<file path="src/rtl/coin_acceptor.sv">
// Coin-sensor front end: sync + debounce two sensor lines, queue coin events, deliver one code per cycle.
// Optional COIN_TOTAL_EN adds a saturating total_credit output.

module coin_channel #(
    parameter int DEBOUNCE_CYCLES = 4,
    parameter int CNT_W           = 3
) (
    input  logic clk,
    input  logic reset,
    input  logic raw,
    output logic event_pulse
);
    localparam logic [CNT_W-1:0] LAST = CNT_W'(DEBOUNCE_CYCLES - 1);

    logic             sync_1;
    logic             sync_2;
    logic             level;
    logic             level_d;
    logic             armed;
    logic [CNT_W-1:0] cnt;
    logic [CNT_W-1:0] low_cnt;

    always_ff @(posedge clk) begin
        if (reset) begin
            sync_1  <= 1'b0;
            sync_2  <= 1'b0;
            level   <= 1'b0;
            level_d <= 1'b0;
            armed   <= 1'b0;
            cnt     <= '0;
            low_cnt <= '0;
        end else begin
            sync_1  <= raw;
            sync_2  <= sync_1;
            level_d <= level;

            if (sync_2 != level) begin
                if (cnt == LAST) begin
                    level <= sync_2;
                    cnt   <= '0;
                end else begin
                    cnt <= cnt + CNT_W'(1);
                end
            end else begin
                cnt <= '0;
            end

            // A line must be seen idle low before its rising edges count as coins.
            if (!armed) begin
                if (sync_2) begin
                    low_cnt <= '0;
                end else if (low_cnt == LAST) begin
                    armed   <= 1'b1;
                    low_cnt <= '0;
                end else begin
                    low_cnt <= low_cnt + CNT_W'(1);
                end
            end
        end
    end

    assign event_pulse = armed & level & ~level_d;
endmodule

module coin_acceptor #(
    parameter int DEBOUNCE_CYCLES = 4,
    parameter int FIFO_DEPTH      = 4,
    parameter int CNT_W           = 3
) (
    input  logic       clk,
    input  logic       reset,
    input  logic       nickel_raw,
    input  logic       dime_raw,
    input  logic       accept_en,
    output logic [1:0] coin,
    output logic       fifo_full,
    output logic       coin_rejected
`ifdef COIN_TOTAL_EN
    ,
    output logic [15:0] total_credit
`endif
);
    localparam int PTR_W = $clog2(FIFO_DEPTH);
    localparam int OCC_W = PTR_W + 1;

    logic             nickel_evt;
    logic             dime_evt;
    logic             jam;
    logic             single;
    logic [1:0]       evt_code;
    logic             pop;
    logic             push;
    logic             overflow;
    logic [1:0]       mem [FIFO_DEPTH];
    logic [PTR_W-1:0] rd_ptr;
    logic [PTR_W-1:0] wr_ptr;
    logic [OCC_W-1:0] occupancy;

    coin_channel #(.DEBOUNCE_CYCLES(DEBOUNCE_CYCLES), .CNT_W(CNT_W)) u_nickel (
        .clk         (clk),
        .reset       (reset),
        .raw         (nickel_raw),
        .event_pulse (nickel_evt)
    );

    coin_channel #(.DEBOUNCE_CYCLES(DEBOUNCE_CYCLES), .CNT_W(CNT_W)) u_dime (
        .clk         (clk),
        .reset       (reset),
        .raw         (dime_raw),
        .event_pulse (dime_evt)
    );

    assign jam       = nickel_evt & dime_evt;
    assign single    = nickel_evt ^ dime_evt;
    assign evt_code  = nickel_evt ? 2'b01 : 2'b10;
    assign fifo_full = (occupancy == OCC_W'(FIFO_DEPTH));
    assign pop       = (occupancy != '0) & accept_en;
    // A pop frees the slot on the same edge, so a full FIFO still takes the event.
    assign push      = single & (~fifo_full | pop);
    assign overflow  = single & fifo_full & ~pop;

    always_ff @(posedge clk) begin
        if (push) begin
            mem[wr_ptr] <= evt_code;
        end
    end

    always_ff @(posedge clk) begin
        if (reset) begin
            coin          <= 2'b00;
            coin_rejected <= 1'b0;
            rd_ptr        <= '0;
            wr_ptr        <= '0;
            occupancy     <= '0;
        end else begin
            coin          <= pop ? mem[rd_ptr] : 2'b00;
            coin_rejected <= jam | overflow;
            if (pop) begin
                rd_ptr <= rd_ptr + PTR_W'(1);
            end
            if (push) begin
                wr_ptr <= wr_ptr + PTR_W'(1);
            end
            case ({push, pop})
                2'b10:   occupancy <= occupancy + OCC_W'(1);
                2'b01:   occupancy <= occupancy - OCC_W'(1);
                default: occupancy <= occupancy;
            endcase
        end
    end

`ifdef COIN_TOTAL_EN
    logic [15:0] coin_value;
    logic [16:0] credit_sum;

    always_comb begin
        coin_value = 16'd0;
        case (coin)
            2'b01:   coin_value = 16'd5;
            2'b10:   coin_value = 16'd10;
            default: coin_value = 16'd0;
        endcase
    end

    assign credit_sum = {1'b0, total_credit} + {1'b0, coin_value};

    always_ff @(posedge clk) begin
        if (reset) begin
            total_credit <= 16'd0;
        end else if (credit_sum[16]) begin
            total_credit <= 16'hFFFF;
        end else begin
            total_credit <= credit_sum[15:0];
        end
    end
`endif
endmodule

</file>
<file path="config.mk">
export PLATFORM = sky130hd
export DESIGN_NAME = coin_acceptor
export DESIGN_NICKNAME = d
export VERILOG_FILES = /design/src/rtl/coin_acceptor.sv
export SDC_FILE = /design/constraint.sdc
export NUM_CORES = 1
export LEC_CHECK = 0
export BUFFER_PORTS_ARGS = -buffer_cell sky130_fd_sc_hd__buf_4
export CORE_UTILIZATION = 55
export CTS_CLUSTER_DIAMETER = 60
export CTS_CLUSTER_SIZE = 16
export DETAILED_ROUTE_END_ITERATION = 10
export GPL_TIMING_DRIVEN = 0
export PLACE_DENSITY = 0.73
export SLEW_MARGIN = 5
export SYNTH_ARGS = -nofsm -noshare
export SYNTH_HDL_FRONTEND = slang
export SYNTH_SLANG_ARGS = --single-unit
</file>
<file path="constraint.sdc">
create_clock -name clk -period 8.5 [get_ports clk]
set_clock_uncertainty 0.2 [all_clocks]
set_input_delay 0.85 -clock clk [delete_from_list [all_inputs] [get_ports clk]]
set_output_delay 0.85 -clock clk [all_outputs]
set_load 0.005 [all_outputs]
</file>
---- Word level (Yosys, flattened, before mapping) ----
Memories as Yosys holds them, arrays and structs flattened. A register that Yosys moved wholly into a read port is not among the register bits.
Cells that the tools add are included.
operators by class
  bitwise operators ....................... 18
  equal/unequal tests ..................... 9
  add/sub/neg operators ................... 8
  muxes and demuxes ....................... 14
  reductions and logical operators ........ 7
operators with widths
  cell                                              number
  adder 3 x 1 -> 3 bit, second input constant       5
  == test 3 x 2 -> 1 bit, second input constant     4
  2-to-1 mux 3 bit                                  4
  bitwise AND 1 bit                                 9
  2-to-1 mux 1 bit                                  8
  NOT 1 bit                                         6
  one-hot mux 3 bit (2 select lines)                1
  OR reduction 3 bit                                2
  adder 2 x 1 -> 2 bit, second input constant       2
  AND reduction 2 bit                               2
  == test 3 bit, second input constant              1
  nonzero test 3 bit                                1
  subtractor 3 x 1 -> 3 bit, second input constant  1
  == test 2 x 1 -> 1 bit, second input constant     1
  == test 2 bit, second input constant              1
  2-to-1 mux 2 bit                                  1
  inequality test 1 bit                             2
  OR 1 bit                                          2
  nonzero test 2 bit                                1
  OR reduction 2 bit                                1
  bitwise XOR 1 bit                                 1
storage, ports and cells
  memories kept ........................... 1
  output and inout port bits .............. 4
  register bits after elaboration ......... 30
  logic and storage cells ................. 75
  bits in writable memories ............... 8
memory list
  name  words  width  rd ports  clocked after memory_dff  wr ports  line  source
  mem   4      2      1         1                         1         94    logic [1:0] mem [FIFO_DEPTH];

---- Depth between registers and ports, before layout ----
Gate-level depths: netlist (run 1).
  word-level depth ........................ 6
  gate-level depth with buffers ........... 11
  depth with buffers taken out ............ 10

---- Cells and area by module ----
Synthesis (run 1) repeated with hierarchy kept, for this count alone.
unflattened totals
  cell total of the unflattened synthesis .. 162
  area, all modules ....................... 1,756.7 sq um
modules (own cells, without submodules)
  module         seq. area each (sq um)  cells each  times used  area each (sq um)
  coin_acceptor  440.4                   84          1           923.4
  coin_channel   220.2                   39          2           416.6

---- Worst setup path after synthesis (run 1) ----
No wires, ideal clock.
  path type ............................... reg-to-reg
  start point ............................. register u_nickel.armed
  end point ............................... register occupancy[2]
  cell stages (with the launch flop) ...... 12
  slack ................................... 5.855 ns
  data arrival time ....................... 2.324 ns
  path through ............................ dfxtp_1 > nand2_1 > or2_2 > inv_1 > ha_1 > clkbuf_8 > nand2b_1 > fa_1 > inv_1 > nor3_1 > a31o_1 > mux2_4
on the way
  longest elaborated chain between the ends .. 6
  elaborated cells between the ends (all ways) .. 8
  those cells by class .................... eq/ne: 2; mux: 1; bitwise: 4; reduce/logical: 1
RTL lines
  what                                                                      line  source
  start: declaration                                                        19    logic armed;
  start signal: assignment                                                  29    armed <= 1'b0;
  start signal: assignment                                                  53    armed <= 1'b1;
  bitwise AND 1 bit * (2 in series)                                         62    assign event_pulse = armed & level & ~level_d;
  bitwise XOR 1 bit *                                                       114   assign single = nickel_evt ^ dime_evt;
  bitwise AND 1 bit *                                                       119   assign push = single & (~fifo_full | pop);
  == test 2 x 1 -> 1 bit or == test 2 bit (tied branches)                   144   case ({push, pop})
  one-hot mux 3 bit (2 select lines) or nonzero test 2 bit (tied branches)  n/a
  end signal: assignment                                                    145   2'b10: occupancy <= occupancy + OCC_W'(1);
  end signal: assignment                                                    146   2'b01: occupancy <= occupancy - OCC_W'(1);
  end signal: assignment                                                    147   default: occupancy <= occupancy;
  end: declaration                                                          97    logic [OCC_W-1:0] occupancy;
Every way passes the cells marked *; elsewhere a longest branch is shown, timed or not.
A chain may end at the register's enable or synchronous reset.

---- Worst setup path in the final report (run 1) ----
Ends and elaborated chain as after synthesis.

==> results of run 1 <==
layout by cell type (no fill, tap or decap), types with 3 or more instances in the layout:
| master | netlist | final |
|---|---|---|
| sky130_fd_sc_hd__ha_1 | 11 | 11 |
| sky130_fd_sc_hd__clkbuf_1 | 2 | 3 |
| sky130_fd_sc_hd__inv_1 | 12 | 12 |
| sky130_fd_sc_hd__xor2_1 | 3 | 3 |
| sky130_fd_sc_hd__clkbuf_4 | 0 | 5 |
| sky130_fd_sc_hd__nand2_1 | 3 | 3 |
| sky130_fd_sc_hd__mux2i_1 | 3 | 3 |
| sky130_fd_sc_hd__xnor2_1 | 4 | 4 |
| sky130_fd_sc_hd__and2_1 | 4 | 4 |
| sky130_fd_sc_hd__nor3b_1 | 4 | 4 |
| sky130_fd_sc_hd__nor2_1 | 31 | 31 |
| sky130_fd_sc_hd__dfxtp_1 | 32 | 32 |
| sky130_fd_sc_hd__edfxtp_1 | 8 | 8 |
| sky130_fd_sc_hd__a21oi_1 | 4 | 4 |
| sky130_fd_sc_hd__nor2b_1 | 7 | 7 |
| sky130_fd_sc_hd__buf_4 | 0 | 8 |
final cells by class:
class / count / area, um2 / share of cell area (%)
Buffer: 4 / 35.0 / 1.90
Clock buffer: 6 / 41.3 / 2.24
Clock inverter: 1 / 5.00 / 0.271
Inverter: 12 / 45.0 / 2.44
Multi-Input combinational cell: 101 / 738 / 40.0
Sequential cell: 40 / 881 / 47.8
Tap cell: 31 / 38.8 / 2.10
Timing Repair Buffer: 8 / 60.1 / 3.26
how the worst max path moves through the flow:
| stage | end | slack (ps) | from | cells past startpoint |
|---|---|---|---|---|
| after global placement | occupancy[2]$_SDFFE_PP0P_ | 5690 | u_nickel.armed$_SDFF_PP0_ | 11 |
| after detailed placement | occupancy[2]$_SDFFE_PP0P_ | 5610 | u_nickel.armed$_SDFF_PP0_ | 11 |
| after floorplan | occupancy[2]$_SDFFE_PP0P_ | 5850 | u_nickel.armed$_SDFF_PP0_ | 11 |
| after CTS | occupancy[2]$_SDFFE_PP0P_ | 5590 | u_nickel.armed$_SDFF_PP0_ | 11 |
| final | occupancy[2]$_SDFFE_PP0P_ | 5620 | u_nickel.armed$_SDFF_PP0_ | 11 |
| after global routing | occupancy[1]$_SDFFE_PP0P_ | 5390 | u_nickel.armed$_SDFF_PP0_ | 10 |
metrics by stage:
step                utilization [%]  setup WS, ps
finish                         64.6          5620
global placement               63.0          5690
CTS                            64.6          5590
global route                   64.6          5390
floorplan                         -          5850
detailed placement             63.0          5610
layer usage:
metal	wire length [um]	vias up	GRT usage [%]
li1	-	554	-
met1	1210	498	20.8
met2	1270	22	30.7
met3	91	6	4.08
met4	47	0	12.5
met5	0	-	0
kinds of logic after synthesis:
kind of cell | count (synthesis) | synth area share (%)
XOR/XNOR | 7 | 3.61
buffers and inverters | 16 | 4.71
AO/OA/AOI/OAI | 14 | 6.11
flip-flops | 40 | 51.8
AND/OR/NAND/NOR | 62 | 19.1
multiplexers | 6 | 5.30
adder cells (fa/ha/maj) | 12 | 9.28
cell usage after synthesis, types with 2 or more instances:
cell type                  number  share of area [%]
sky130_fd_sc_hd__or3_1          2               0.74
sky130_fd_sc_hd__xor2_1         3                1.5
sky130_fd_sc_hd__nor2_1        31                6.8
sky130_fd_sc_hd__nand2b_1       2               0.74
sky130_fd_sc_hd__mux2i_1        3                1.8
sky130_fd_sc_hd__inv_1         12                2.7
sky130_fd_sc_hd__nor2b_1        7                2.6
sky130_fd_sc_hd__ha_1          11                8.1
sky130_fd_sc_hd__clkbuf_8       2                1.6
sky130_fd_sc_hd__xnor2_1        4                2.1
sky130_fd_sc_hd__a21oi_1        4                1.2
sky130_fd_sc_hd__nor3b_1        4                1.8
sky130_fd_sc_hd__and2_1         4                1.5
sky130_fd_sc_hd__mux4_2         2                2.7
sky130_fd_sc_hd__edfxtp_1       8                 14
sky130_fd_sc_hd__clkbuf_1       2               0.44
sky130_fd_sc_hd__dfxtp_1       32                 38
sky130_fd_sc_hd__nand2_1        3               0.66
registers in the layout, indices dropped and copies added (netlist names):
name              flops
mem                   8
occupancy             3
u_dime.cnt            3
u_dime.low_cnt        3
u_nickel.cnt          3
u_nickel.low_cnt      3
coin                  2
rd_ptr                2
wr_ptr                2
coin_rejected         1
u_dime.armed          1
u_dime.level          1
u_dime.level_d        1
u_dime.sync_1         1
u_dime.sync_2         1
u_nickel.armed        1
u_nickel.level        1
u_nickel.level_d      1
u_nickel.sync_1       1
u_nickel.sync_2       1
power by group:
part	internal, mW	total (mW)	switching, mW
registers	0.198	0.202	0.00410
logic	0.00966	0.0195	0.00985
clock network	0.0305	0.0868	0.0563
total	0.238	0.308	0.0702
==> flow_summary.yaml, run 1 <==
run_status:
  run_status: "complete, but fails checks"
  violations: "DRC"
worst_hold_path:
  hp-start: "u_dime.cnt[0]$_SDFF_PP0_"
  whs_path_depth: 1
  holdPathEnd: "u_dime.cnt[0]$_SDFF_PP0_"
  min-delay-path-class: "flip-flop to flip-flop"
layout:
  final_cell_area_um2: 1840
  diodes: 0
  areaGrowthSynthToFinish_pct: 8.54
  final_layout_size_suffix_gt1_share_pct: 13.4
  layout.filler_cells: 244
  stdcell_count: 203
  finish.net_count: 189
global_routing:
  grt_first_pass_wirelength_um: 4460
  antenna_found_initial: 0
  grt_start_max_net_pins: 12
  gr-usage-all-layers_pct: 18.4
  global_route.overflow_total: 0
  vias_in_the_first_global_route: 1074
placed_design:
  place.detailed.instances: 196
  finalWeightedCongestion: 0.734
  postPlaceCellArea_um2: 1800
  detailedPlacementHpwl_um: 1910
  port_buffers: 8
die:
  die_outline_width_um: 57.6
  floorplan.rows: 19
  floorplan.die_area_um2: 3320
  core_area_um2: 2850
  die_h_um: 57.6
  design.portCount: 9
  start_util_pct: 59.6
clocking:
  numCtsBuffers: 5
  clock_sinks: 40
  clk_transition_reported_paths_ps: 110
  clock_tree_from_tritoncts: "built"
  postCtsSetupRepairBufs: 0
  hold_buffers: 0
  root_buffer: "sky130_fd_sc_hd__clkbuf_4"
  clock_tree.buffer_depth: 2
  htree_num_levels: 2
  cts_resized: 0
  clk_latency_ps: 340
logic_synthesis:
  yosysSeqAreaShare_pct: 51.8
  post_synth_instance_area_um2: 1700
  post_synth_num_cell_types: 39
  synth_warnings: 0
  synthesis.area_per_instance_um2: 10.8
  post_synth_top_flop: "sky130_fd_sc_hd__dfxtp_1"
  synth_edf_count: 8
  post_synth_inst_count: 157
  mappedNetlistNets: 174
  synth.ff_latch_count: 40
  postSynth.asyncResetShare_pct: 0
worst_setup_path:
  timing.critical_path.cells: "nand2_1, or2_2, inv_1, ha_1, clkbuf_8, nand2b_1, fa_1, inv_1, nor3_1, a31o_1, mux2_4"
  worst-endpoint-arrival_ps: 2910
  r2r_slack_ps: 5620
  cp_common_cell: "sky130_fd_sc_hd__inv_1"
  cpLargestDelayFamily: "adder cells"
  critical_path_source_type: "flip-flop"
  crit_required_ps: 8530
  timing.critical_path.buf_inv: 3
  timing.critical_path.to_type: "flip-flop"
  critical-path-max-stage-delay_ps: 460
  criticalPathCategory: "flip-flop to flip-flop"
  reg2reg_from: "u_nickel.armed$_SDFF_PP0_"
  critPathMaxFanout: 9
  highest_delay_cell_along_the_critical_path: "sky130_fd_sc_hd__dfxtp_1"
  worstRegToRegCells: 11
  worst_r2r_endpoint: "occupancy[2]$_SDFFE_PP0P_"
sta:
  timing.final.hold_violations: 0
  slew_violations: 0
  actual_slew_at_the_worst_max_slew_pin_ps: 501
  post-route-min-period_ps: 2880
  worst_hold_margin_ps: 230
  relSlewSlack_pct: 66.3
  max_freq_mhz: 347
  setup_repair_after_global_routing_missed_its_margin: "no"
  sum_neg_setup_slack_ps: 0
  number_of_setup_violations_in_the_final_report: 0
  post-route-period-util_pct: 33.9
detailed_routing:
  drt_pre_antenna_iters: 9
  vias_per_cell: 5.32
  first_iter_violations: 42
  num_vias: 1080
  post_drt_wl_per_cell_um: 12.9
  final_antenna_net_count: 0
  detail_route.drc_violations: 3
  finalWirelength_um: 2630
pwr:
  p_leak_nw: 0.738
  vdd_drop_max_v: 0.000110
  power_uw: 308
  power_density_nw_per_um2: 167
run:
  max_cap_viol_count: 0
Power figures use the tool's default switching activity.
==> run 2, diff against run 1 <==
- clock period: 8.5 -> 2.9 ns (I/O delays scaled with it)
==> flow_summary.yaml, run 2 (synthesized netlist as in run 1, its figures left out) <==
global_routing:
  grt_start_max_net_pins: 12
  grt_first_pass_wirelength_um: 4510
  vias_in_the_first_global_route: 1079
  global_route.overflow_total: 0
  antenna_found_initial: 0
  gr-usage-all-layers_pct: 18.5
detailed_routing:
  detail_route.drc_violations: 3
  num_vias: 1087
  drt_pre_antenna_iters: 9
  met2_length_um: 1290
  final_antenna_net_count: 0
  post_drt_wl_per_cell_um: 12.9
  finalWirelength_um: 2640
  detailed_routed_wire_length_on_met3_um: 91
  vias_per_cell: 5.30
  highest-signal-layer: "met4"
  met1Wirelength_um: 1210
  first_iter_violations: 47
layout:
  stdcell_count: 205
  areaGrowthSynthToFinish_pct: 10.4
  final_layout_size_suffix_gt1_share_pct: 15.5
  layout.cells.most_common_list: "sky130_fd_sc_hd__nor2_1 (31), sky130_fd_sc_hd__dfxtp_1 (30), sky130_fd_sc_hd__inv_1 (11), sky130_fd_sc_hd__ha_1 (11)"
  final_common_cell: "sky130_fd_sc_hd__nor2_1"
  diodes: 0
  largest_reg_flops: 8
  regMostFlops: "mem"
  finish.net_count: 191
worst_hold_path:
  min-delay-path-class: "input pin to flip-flop"
  hp-start: "reset"
  holdPathEnd: "u_nickel.sync_1$_SDFF_PP0_"
  whs_path_depth: 3
die:
  die_outline_width_um: 57.6
  design.portCount: 9
  floorplan.rows: 19
  floorplan.die_area_um2: 3320
  start_util_pct: 59.6
  core_area_um2: 2850
  die_h_um: 57.6
sta:
  post-route-period-util_pct: 93.8
  actual_slew_at_the_worst_max_slew_pin_ps: 530
  timing.final.hold_violations: 0
  relSlewSlack_pct: 64.6
  max_freq_mhz: 368
  setup_repair_after_global_routing_missed_its_margin: "no"
  final_critical_path_setup_slack_ps: 179
  slew_violations: 0
  sum_neg_setup_slack_ps: 0
  number_of_setup_violations_in_the_final_report: 0
  worst_hold_margin_ps: 74.9
  post-route-min-period_ps: 2720
placed_design:
  dp_slack_ps: 10.6
  detailedPlacementHpwl_um: 1910
  place.detailed.instances: 196
  finalWeightedCongestion: 0.734
  port_buffers: 8
clocking:
  clk_transition_reported_paths_ps: 110
  root_buffer: "sky130_fd_sc_hd__clkbuf_4"
  clk_latency_ps: 340
  clock_sinks: 40
  clock_tree_from_tritoncts: "built"
  numCtsBuffers: 5
  clock_tree.buffer_depth: 2
  htree_num_levels: 2
  postCtsSetupRepairBufs: 0
worst_setup_path:
  critical-path-max-stage-delay_ps: 380
  worst_r2r_endpoint: "occupancy[2]$_SDFFE_PP0P_"
  critical_path_source_type: "flip-flop"
  timing.critical_path.cells: "nand2_1, or2_2, inv_2, ha_1, clkbuf_8, nand2b_1, fa_1, inv_1, nor3_1, a31o_1, mux2_4"
  cpLargestDelayFamily: "adder cells"
  r2r_slack_ps: 180
  timing.critical_path.to_type: "flip-flop"
  crit_required_ps: 2930
  highest_delay_cell_along_the_critical_path: "sky130_fd_sc_hd__dfxtp_2"
  reg2reg_from: "u_nickel.level$_SDFFE_PP0P_"
  worstRegToRegCells: 11
  critPathMaxFanout: 9
  criticalPathCategory: "flip-flop to flip-flop"
  worst-endpoint-arrival_ps: 2750
  timing.critical_path.buf_inv: 3
run_status:
  run_status: "complete, but fails checks"
  violations: "DRC"
pwr:
  p_leak_nw: 0.742
  power_uw: 905
  power_density_nw_per_um2: 482
  vdd_drop_max_v: 0.000323
run:
  max_cap_viol_count: 0
## run 2: changes by cell type in the layout (fill, tap and decap cells not counted)
cell                            change
sky130_fd_sc_hd__dfxtp_4            +1
sky130_fd_sc_hd__dfxtp_1            -2
sky130_fd_sc_hd__a221oi_2           +1
sky130_fd_sc_hd__inv_2              +1
sky130_fd_sc_hd__dfxtp_2            +1
sky130_fd_sc_hd__a221oi_1           -1
sky130_fd_sc_hd__inv_1              -1
sky130_fd_sc_hd__dlygate4sd3_1      +2
## run 2: power breakdown
part	switching (mW)	leakage, nW	total, mW	internal, mW
clock network	0.165	0.0281	0.255	0.0894
logic	0.0294	0.387	0.0595	0.0301
registers	0.0121	0.327	0.591	0.579
## run 2: final cells by class
cell class	instances	area, um2
well taps	31	38.8
repair buffers	10	80.1
inverters	12	45.0
clock buffers	6	41.3
plain buffers	4	35.0
flip-flops and latches	40	886
multi-input cells	101	744
clock inverters	1	5.00
fillers	239	977
## run 2: per-layer routing
layer	up-vias	track usage [%]
li1	557	-
met1	502	21.1
met2	22	30.9
met3	6	4.08
met4	0	12.5
met5	-	0
## run 2: repair_timing
| item | CTS | global route |
|---|---|---|
| hold buffers | 2 | 0 |
| resized for setup | 1 | 4 |
| endpoints found under the hold margin | 2 | 0 |
| setup endpoints to repair | 1 | 2 |
| pin swaps | 0 | 0 |
## run 2: worst max path at each step
stage | slack [ps] | startpoint | end | depth (start not counted)
2_1_floorplan | 250 | u_nickel.armed$_SDFF_PP0_ | occupancy[2]$_SDFFE_PP0P_ | 11
3_3_place_gp | 90 | u_nickel.armed$_SDFF_PP0_ | occupancy[2]$_SDFFE_PP0P_ | 11
3_5_place_dp | 10 | u_nickel.armed$_SDFF_PP0_ | occupancy[2]$_SDFFE_PP0P_ | 11
4_1_cts | 60 | u_nickel.level$_SDFFE_PP0P_ | occupancy[2]$_SDFFE_PP0P_ | 11
5_1_grt | 10 | u_nickel.armed$_SDFF_PP0_ | occupancy[2]$_SDFFE_PP0P_ | 11
6_report | 180 | u_nickel.level$_SDFFE_PP0P_ | occupancy[2]$_SDFFE_PP0P_ | 11
## run 2: per-stage QoR
stage,util (%),instance area [um2]
after floorplan,-,1700
after global routing,65.7,1880
after CTS,65.4,1870
after global placement,63.0,1800
final,65.7,1880
after detailed placement,63.0,1800
## run 2: worst register-to-register path: stages (launching register included)
cell,delay (ps)
sky130_fd_sc_hd__dfxtp_2,380
sky130_fd_sc_hd__nand2_1,60
sky130_fd_sc_hd__or2_2,320
sky130_fd_sc_hd__inv_2,110
sky130_fd_sc_hd__ha_1,240
sky130_fd_sc_hd__clkbuf_8,160
sky130_fd_sc_hd__nand2b_1,160
sky130_fd_sc_hd__fa_1,370
sky130_fd_sc_hd__inv_1,80
sky130_fd_sc_hd__nor3_1,50
sky130_fd_sc_hd__a31o_1,210
sky130_fd_sc_hd__mux2_4,290
